File: src/rtl/sdc_wb_script_master.sv
`default_nettype none
// +--------------------------------------------------------------------------+
// | sdc_wb_script_master                                                     |
// | Step-table driven Wishbone master: WRITE / READ / POLL / END steps with  |
// | per-cycle ack timeout and bounded polling.                               |
// | Rev 1.0                                                                  |
// +--------------------------------------------------------------------------+
module sdc_wb_script_master #(
    parameter int ADDR_W      = 8,
    parameter int DATA_W      = 32,
    parameter int IDX_W       = 5,
    parameter int ACK_TIMEOUT = 255,
    parameter int POLL_LIMIT  = 1023,
    parameter int POLL_GAP    = 15
) (
    input  logic                clk,
    input  logic                reset_n,
    input  logic                start,
    output logic [IDX_W-1:0]    step_idx,
    input  logic [1:0]          step_op,
    input  logic [ADDR_W-1:0]   step_adr,
    input  logic [DATA_W-1:0]   step_dat,
    input  logic [DATA_W-1:0]   step_mask,
    output logic [ADDR_W-1:0]   wb_adr_o,
    output logic [DATA_W-1:0]   wb_dat_o,
    output logic [DATA_W/8-1:0] wb_sel_o,
    output logic                wb_we_o,
    output logic                wb_cyc_o,
    output logic                wb_stb_o,
    input  logic [DATA_W-1:0]   wb_dat_i,
    input  logic                wb_ack_i,
    output logic [DATA_W-1:0]   rd_data,
    output logic                rd_valid,
    output logic                busy,
    output logic                done,
    output logic                error,
    output logic [1:0]          err_code,
    output logic [IDX_W-1:0]    err_step
);

    localparam logic [2:0] S_IDLE  = 3'd0;
    localparam logic [2:0] S_FETCH = 3'd1;
    localparam logic [2:0] S_BUS   = 3'd2;
    localparam logic [2:0] S_GAP   = 3'd3;
    localparam logic [2:0] S_DONE  = 3'd4;
    localparam logic [2:0] S_ERROR = 3'd5;

    localparam logic [1:0] OP_END   = 2'b00;
    localparam logic [1:0] OP_WRITE = 2'b01;
    localparam logic [1:0] OP_READ  = 2'b10;

    localparam logic [1:0] ERR_NONE = 2'b00;
    localparam logic [1:0] ERR_ACK  = 2'b01;
    localparam logic [1:0] ERR_POLL = 2'b10;

    localparam int ACK_W  = (ACK_TIMEOUT > 1) ? $clog2(ACK_TIMEOUT) : 1;
    localparam int POLL_W = (POLL_LIMIT > 1) ? $clog2(POLL_LIMIT) : 1;
    localparam int GAP_W  = (POLL_GAP > 1) ? $clog2(POLL_GAP) : 1;

    localparam logic [ACK_W-1:0]  ACK_LAST  = ACK_W'(ACK_TIMEOUT - 1);
    localparam logic [POLL_W-1:0] POLL_LAST = POLL_W'(POLL_LIMIT - 1);
    localparam logic [GAP_W-1:0]  GAP_LAST  = GAP_W'((POLL_GAP > 0) ? POLL_GAP - 1 : 0);

    logic [2:0]        state_q, state_d;
    logic [IDX_W-1:0]  step_idx_q, step_idx_d;
    logic [1:0]        op_q, op_d;
    logic [ADDR_W-1:0] adr_q, adr_d;
    logic [DATA_W-1:0] dat_q, dat_d;
    logic [DATA_W-1:0] mask_q, mask_d;
    logic [DATA_W-1:0] rd_data_q, rd_data_d;
    logic              rd_valid_q, rd_valid_d;
    logic [1:0]        err_code_q, err_code_d;
    logic [IDX_W-1:0]  err_step_q, err_step_d;
    logic [ACK_W-1:0]  ack_cnt_q, ack_cnt_d;
    logic [POLL_W-1:0] poll_cnt_q, poll_cnt_d;
    logic [GAP_W-1:0]  gap_cnt_q, gap_cnt_d;

    logic w_poll_match;
    assign w_poll_match = ((wb_dat_i & mask_q) == (dat_q & mask_q));

    always_ff @(posedge clk or negedge reset_n) begin
        if (!reset_n) begin
            state_q    <= S_IDLE;
            step_idx_q <= '0;
            op_q       <= OP_END;
            adr_q      <= '0;
            dat_q      <= '0;
            mask_q     <= '0;
            rd_data_q  <= '0;
            rd_valid_q <= 1'b0;
            err_code_q <= ERR_NONE;
            err_step_q <= '0;
            ack_cnt_q  <= '0;
            poll_cnt_q <= '0;
            gap_cnt_q  <= '0;
        end else begin
            state_q    <= state_d;
            step_idx_q <= step_idx_d;
            op_q       <= op_d;
            adr_q      <= adr_d;
            dat_q      <= dat_d;
            mask_q     <= mask_d;
            rd_data_q  <= rd_data_d;
            rd_valid_q <= rd_valid_d;
            err_code_q <= err_code_d;
            err_step_q <= err_step_d;
            ack_cnt_q  <= ack_cnt_d;
            poll_cnt_q <= poll_cnt_d;
            gap_cnt_q  <= gap_cnt_d;
        end
    end

    always_comb begin
        state_d    = state_q;
        step_idx_d = step_idx_q;
        op_d       = op_q;
        adr_d      = adr_q;
        dat_d      = dat_q;
        mask_d     = mask_q;
        rd_data_d  = rd_data_q;
        rd_valid_d = 1'b0;
        err_code_d = err_code_q;
        err_step_d = err_step_q;
        ack_cnt_d  = ack_cnt_q;
        poll_cnt_d = poll_cnt_q;
        gap_cnt_d  = gap_cnt_q;
        case (state_q)
            S_IDLE, S_DONE, S_ERROR: begin
                if (start) begin
                    state_d    = S_FETCH;
                    step_idx_d = '0;
                    err_code_d = ERR_NONE;
                    err_step_d = '0;
                    poll_cnt_d = '0;
                end
            end
            S_FETCH: begin
                op_d      = step_op;
                adr_d     = step_adr;
                dat_d     = step_dat;
                mask_d    = step_mask;
                ack_cnt_d = '0;
                state_d   = (step_op == OP_END) ? S_DONE : S_BUS;
            end
            S_BUS: begin
                if (wb_ack_i) begin
                    ack_cnt_d = '0;
                    if (op_q == OP_WRITE) begin
                        step_idx_d = step_idx_q + IDX_W'(1);
                        state_d    = S_FETCH;
                    end else if (op_q == OP_READ) begin
                        rd_data_d  = wb_dat_i;
                        rd_valid_d = 1'b1;
                        step_idx_d = step_idx_q + IDX_W'(1);
                        state_d    = S_FETCH;
                    end else begin
                        rd_data_d = wb_dat_i;
                        if (w_poll_match) begin
                            poll_cnt_d = '0;
                            step_idx_d = step_idx_q + IDX_W'(1);
                            state_d    = S_FETCH;
                        end else if (poll_cnt_q == POLL_LAST) begin
                            err_code_d = ERR_POLL;
                            err_step_d = step_idx_q;
                            state_d    = S_ERROR;
                        end else begin
                            poll_cnt_d = poll_cnt_q + POLL_W'(1);
                            gap_cnt_d  = '0;
                            state_d    = (POLL_GAP == 0) ? S_BUS : S_GAP;
                        end
                    end
                end else if (ack_cnt_q == ACK_LAST) begin
                    // Timeout leaves BUS, so cyc/stb fall on the same edge.
                    err_code_d = ERR_ACK;
                    err_step_d = step_idx_q;
                    state_d    = S_ERROR;
                end else begin
                    ack_cnt_d = ack_cnt_q + ACK_W'(1);
                end
            end
            S_GAP: begin
                if (gap_cnt_q == GAP_LAST) begin
                    gap_cnt_d = '0;
                    state_d   = S_BUS;
                end else begin
                    gap_cnt_d = gap_cnt_q + GAP_W'(1);
                end
            end
            default: state_d = S_IDLE;
        endcase
    end

    // Bus strobes decode straight from the state flop so reset drops them asynchronously.
    always_comb begin
        wb_cyc_o = (state_q == S_BUS);
        wb_stb_o = (state_q == S_BUS);
        wb_we_o  = (state_q == S_BUS) && (op_q == OP_WRITE);
        wb_sel_o = (state_q == S_BUS) ? '1 : '0;
        wb_adr_o = adr_q;
        wb_dat_o = dat_q;
        step_idx = step_idx_q;
        rd_data  = rd_data_q;
        rd_valid = rd_valid_q;
        busy     = (state_q == S_FETCH) || (state_q == S_BUS) || (state_q == S_GAP);
        done     = (state_q == S_DONE);
        error    = (state_q == S_ERROR);
        err_code = err_code_q;
        err_step = err_step_q;
    end

endmodule
`default_nettype wire

File: config.mk
export PLATFORM = sky130hd
export DESIGN_NAME = sdc_wb_script_master
export DESIGN_NICKNAME = d
export VERILOG_FILES = /design/src/rtl/sdc_wb_script_master.sv
export SDC_FILE = /design/constraint.sdc
export NUM_CORES = 1
export LEC_CHECK = 0
export CAP_MARGIN = 20
export CORE_ASPECT_RATIO = 0.8
export CORE_UTILIZATION = 45
export CTS_CLUSTER_DIAMETER = 120
export DETAILED_ROUTE_END_ITERATION = 12
export PLACE_DENSITY = 0.85
export SLEW_MARGIN = 5
export SYNTH_ARGS = -nofsm -noshare
export SYNTH_HDL_FRONTEND = slang
export SYNTH_SLANG_ARGS = --single-unit
File: constraint.sdc
create_clock -name clk -period 3.7 [get_ports clk]
set_input_delay 0.74 -clock clk [delete_from_list [all_inputs] [get_ports clk]]
set_output_delay 0.74 -clock clk [all_outputs]
set_load 0.02 [all_outputs]
== After elaboration in Yosys (flattened, before gate mapping) ==
Index checks and enable logic that the tools add are counted.

* Add/sub/neg operators: 4
* Mux-type cells: 53
* Reductions and logical operators: 16
* Bitwise gates (word level): 3
* Equal/unequal tests: 26

{| class="wikitable"
|+ Operators with widths
! cell !! number
|-
| $and A32 B32 Y32 || 2
|-
| $mux W10 || 6
|-
| $mux W5 || 11
|-
| $eq A32 B32 Y1 || 1
|-
| $mux W4 || 7
|-
| $mux W3 || 9
|-
| $pmux W10 S2 || 1
|-
| $pmux W5 S2 || 2
|-
| $mux W8 || 2
|-
| $pmux W8 S2 || 1
|-
| $ne A3 B3 Y1 const B || 5
|-
| $mux W2 || 7
|-
| $ne A2 B2 Y1 const B || 6
|-
| $pmux W3 S4 || 1
|-
| $reduce_and A6 Y1 || 2
|-
| $add A10 B1 Y10 const B || 1
|-
| $eq A10 B10 Y1 const B || 1
|-
| $add A8 B1 Y8 const B || 1
|-
| $eq A8 B8 Y1 const B || 1
|-
| $pmux W4 S2 || 1
|-
| $reduce_and A7 Y1 || 1
|-
| $eq A3 B2 Y1 const B || 2
|-
| $eq A3 B3 Y1 const B || 2
|-
| $reduce_and A3 Y1 || 2
|-
| 21 further kinds || 27
|}

* Flip-flop bits (word level): 144

== Depth between registers and ports, before layout ==
* Depth after elaboration: 7
* Depth in mapped cells: 9
* Mapped depth without buffers: 8

== Worst setup path after synthesis ==
Ideal clock, no wire load.

* Path type: input -> register
* Start point: input wb_dat_i[27]
* End point: register err_step_q[0], in the netlist err_step[0]
* Path buffers: 0
* Data arrival time: 2246 ps
* Data required time: 3579 ps
* Stages on the path: 7
* Library setup time: 121 ps
* Slack: 1333 ps
* Path through: xor2_1 > a22oi_1 > nand4_1 > nor4_4 > o41ai_1 > and3_1 > a22o_1

* Word-level cells in the longest chain between the ends: 4

{| class="wikitable"
|+ Ends and longest elaborated chain
! item !! line !! text
|-
| start: declaration || 30 || <nowiki>input logic [DATA_W-1:0] wb_dat_i,</nowiki>
|-
| $and A32 B32 Y32 || 79 || <nowiki>assign w_poll_match = ((wb_dat_i & mask_q) == (dat_q & mask_q));</nowiki>
|-
| $eq A32 B32 Y1 || 79 ||
|-
| $ne A3 B3 Y1 (no line) || - ||
|-
| $reduce_and A7 Y1 (no line) || - ||
|-
| end signal: assignment || 106 || <nowiki>err_step_q <= err_step_d;</nowiki>
|-
| end: declaration || 73 || <nowiki>logic [IDX_W-1:0] err_step_q, err_step_d;</nowiki>
|}

No other way between the ends.
A chain may end at the register's enable or synchronous reset.

== Worst setup path after layout ==
* Start point: register state_q[1]
* End point: output wb_we_o

* Word-level cells in the longest chain between the ends: 2

{| class="wikitable"
|+ Ends and longest elaborated chain
! item !! line !! text
|-
| start: declaration || 64 || <nowiki>logic [2:0] state_q, state_d;</nowiki>
|-
| start signal: assignment || 97 || <nowiki>state_q <= state_d;</nowiki>
|-
| $eq A3 B2 Y1 || 197 || <nowiki>wb_we_o = (state_q == S_BUS) && (op_q == OP_WRITE);</nowiki>
|-
| $logic_and A1 B1 Y1 || 197 ||
|-
| end: declaration || 27 || <nowiki>output logic wb_we_o,</nowiki>
|}

No other way between the ends.

==> flow_summary_export.csv <==
group,metric,value,unit
global_route,grt_antenna_before_repair,1,
timing,tns,0,ns
clocking,clock-sinks,144,
timing,period_needed,3.074,ns
yosys,synth_flop_cell,"dfrtp_1",
global_route,use_met1,0.3289,
worst_setup_path,end_kind,"output port",
global_route,grt_pass1_wl,27900,um
yosys,ys_async_sr_fraction,1.000,
timing,clock_skew,0.009356,ns
clocking,clockRootBuffer,"clkbuf_16",
timing,drv_slew,0,
drt,dr.pass1.iters,6,
clocking,cts.path.max_buffers,2,
drt,routed_via_density,5.281,
final_layout,post-route-util,0.6728,
yosys,synth_area,0.006485,mm2
worst_setup_path,r2r_setup_slack,1.13,ns
placement,port_buffers,204,
worst_setup_path,crit_type,"reg2out",
worst_setup_path,cp_max_fo,13,
yosys,ys_seq_area_frac,0.5557,
final_layout,stdcell_area,0.009276,mm2
final_layout,area.growth.synth_to_final,43.04,%
worst_setup_path,max_stage_delay,0.59,ns
worst_setup_path,rr_startpoint,"wb_dat_o[10]$_DFFE_PN0P_",
yosys,synth_edf_count,0,
placement,gp_congestion,0.9039,
drt,num_vias,5561,
drt,drtIter0Drc,415,
final_layout,drive_above_1_share,0.08945,
timing,rsz0062_at_grt,"no",
clocking,cts_resized,0,
global_route,overflow,0,
floorplanning,core_area,0.01379,mm2
job,drv_cap,0,
timing,slew_headroom,0.5502,
clocking,clk_latency,0.42,ns
run_status,status,"finished clean",
power,p_leak,4.271,nW
final_layout,final_common_cell,"nand2_1",
yosys,syn_nets,777,
floorplanning,ios,205,
final_layout,final_cells,1053,
yosys,synth.avg_cell_area,9.871,um2
placement,dp_hpwl,12890,um
global_route,busiest_layer,"met2",
floorplanning,die_area,0.01490,mm2
worst_setup_path,crit_path_top_delay_cell,"clkdlybuf4s50_1",
hold_path,min_path_type,"in2async",
yosys,ys_ff_latch,144,
worst_setup_path,rr_worst_depth,7,
placement,placed_cell_area,0.008723,mm2
drt,drc_errors,0,
floorplanning,start_util,0.4703,
floorplanning,fp.dieH,109.4,um
clocking,cts_hold_buf,0,
global_route,use_met2,0.3724,
worst_setup_path,worstSetupStartpointType,"register",
global_route,grt_max_degree,64,
worst_setup_path,rr_endpoint,"err_step[2]$_DFFE_PN0P_",
final_layout,layout_common_cells,"nand2_1, clkdlybuf4s50_1, dfrtp_1",
clocking,cts_setup_buffers,0,
global_route,grtUsageMet3,0.08990,
clocking,cts-htree-levels,4,
yosys,synth_cell_types,42,
yosys,synthCells,657,
worst_setup_path,required,2.96,ns
yosys,synth_warnings,0,
floorplanning,die_w,136.2,um
timing,hold_viol,0,
power,powerDensity,865.5,mW/mm2
worst_setup_path,critPathBufInv,2,
worst_setup_path,worst_ep_arrival_time,2.33,ns
drt,ant_nets,0,
global_route,grt_usage,0.2497,
clocking,clk_pin_slew,0.06,ns
clocking,cts_tree,"yes",
timing,min_period_over_period,0.8309,
worst_setup_path,path_cells,"nor2b_1 > nand2b_1 > inv_2 > and2_1 > clkdlybuf4s50_1",
timing,tightest_slew,0.6722,ns
worst_setup_path,cpLargestDelayFamily,"buffers and inverters",
drt,wire_per_inst,17.15,um
placement,placed_cells,1020,
final_layout,n_fill_cell,1067,
timing,finalSetupViolations,0,
global_route,grt_pass1_vias,5407,
drt,drt-total-wl,18060,um
timing,max_freq,325.3,MHz
final_layout,fin_nets,979,
clocking,numCtsBuffers,17,
floorplanning,std_cell_rows,38,
power,peakVddDrop,0.5875,mV
==> worst register-to-register path: cells and delay by family (launching register included) <==
kind / cells / cell delay [ns]
simple gates: 3 / 1.14
compound gates: 3 / 0.75
flops: 1 / 0.40
xor+xnor: 1 / 0.16
==> cell usage after synthesis, drive strengths merged (2+ instances only) <==
library cell  number  area (um2)
a21o               2       15.01
a21oi             13       65.06
a22o               6       52.55
a22oi             16       120.1
and2               4       25.02
and3               5       31.28
buf               14       76.33
clkbuf            15       56.30
dfrtp            144        3603
ha                10       125.1
inv               12       45.04
mux2              33       371.6
mux2i              3       30.03
nand2            231       867.1
nand2b             5       31.28
nand3             12       60.06
nand3b             3       22.52
nand4             12       75.07
nor2              21       78.83
nor2b              6       37.54
nor3               3       15.01
nor4               4       40.04
o21ai             15       82.58
o22ai              9       56.30
o31a               3       26.28
o31ai              3       22.52
o41ai              5       43.79
or3                3       18.77
xor2              38       332.8
==> cells by family after synthesis <==
| family | count (synthesis) | share of synthesized area |
|---|---|---|
| and+or+nand+nor | 311 | 0.2034 |
| DFF | 144 | 0.5557 |
| AOI/OAI and AO/OA | 76 | 0.07968 |
| buffers and inverters | 41 | 0.02740 |
| xor gates and xnor gates | 39 | 0.05267 |
| muxes | 36 | 0.06193 |
| adders and majority gates | 10 | 0.01929 |
==> metal layers <==
layer  vias up  wire (um)
li1       2609          -
met1      2669       7693
met2       252       8264
met3        31       1644
met4         0        457
met5         -          0
==> cell type report <==
class,count,area (um2),area share
clock inverter,10,86.33,0.009307
inverter,12,45.04,0.004856
multi-input combinational,472,2721,0.2934
clock buffer,22,464.2,0.05004
timing repair buffer,212,2128,0.2294
antenna,1,2.502,0.0002698
sequential,144,3603,0.3885
tap,180,225.2,0.02428
==> through the flow <==
stage	hold WS [ns]	power, mW	worst slack [ns]
after floorplan	0.4444	4.785	1.333
after global placement	0.4576	6.322	0.4157
after detailed placement	0.4615	6.438	0.3941
after CTS	0.3316	8.074	0.6303
after global routing	0.3546	8.525	0.5198
final	0.3156	8.029	0.6257
==> where the power goes <==
part           switching, mW  internal [mW]  total [mW]
combinational           2.05           1.64        3.69
clock                  0.647          0.955        1.60
sequential             0.498           2.24        2.74
==> sequential cells by signal, summed over array words and instances (netlist names) <==
| name | cells |
|---|---|
| rd_valid | 1 |
| poll_cnt_q | 10 |
| wb_adr_o | 8 |
| err_step | 5 |
| step_idx | 5 |
| ack_cnt_q | 8 |
| wb_dat_o | 32 |
| rd_data | 32 |
| gap_cnt_q | 4 |
| err_code | 2 |
| mask_q | 32 |
| state_q | 3 |
| op_q | 2 |
==> worst max path at each step <==
stage / start / to / slack [ns] / cells after the start
2_1_floorplan: wb_dat_i[27] / err_step[0]$_DFFE_PN0P_ / 1.33 / 7
3_3_place_gp: wb_dat_i[10] / poll_cnt_q[3]$_DFFE_PN0P_ / 0.42 / 8
3_5_place_dp: wb_dat_i[13] / poll_cnt_q[3]$_DFFE_PN0P_ / 0.39 / 8
4_1_cts: state_q[1]$_DFFE_PN0P_ / wb_we_o / 0.63 / 5
5_1_grt: state_q[1]$_DFFE_PN0P_ / wb_we_o / 0.52 / 5
6_report: state_q[1]$_DFFE_PN0P_ / wb_we_o / 0.63 / 5
(Power assumes the default switching activity.)
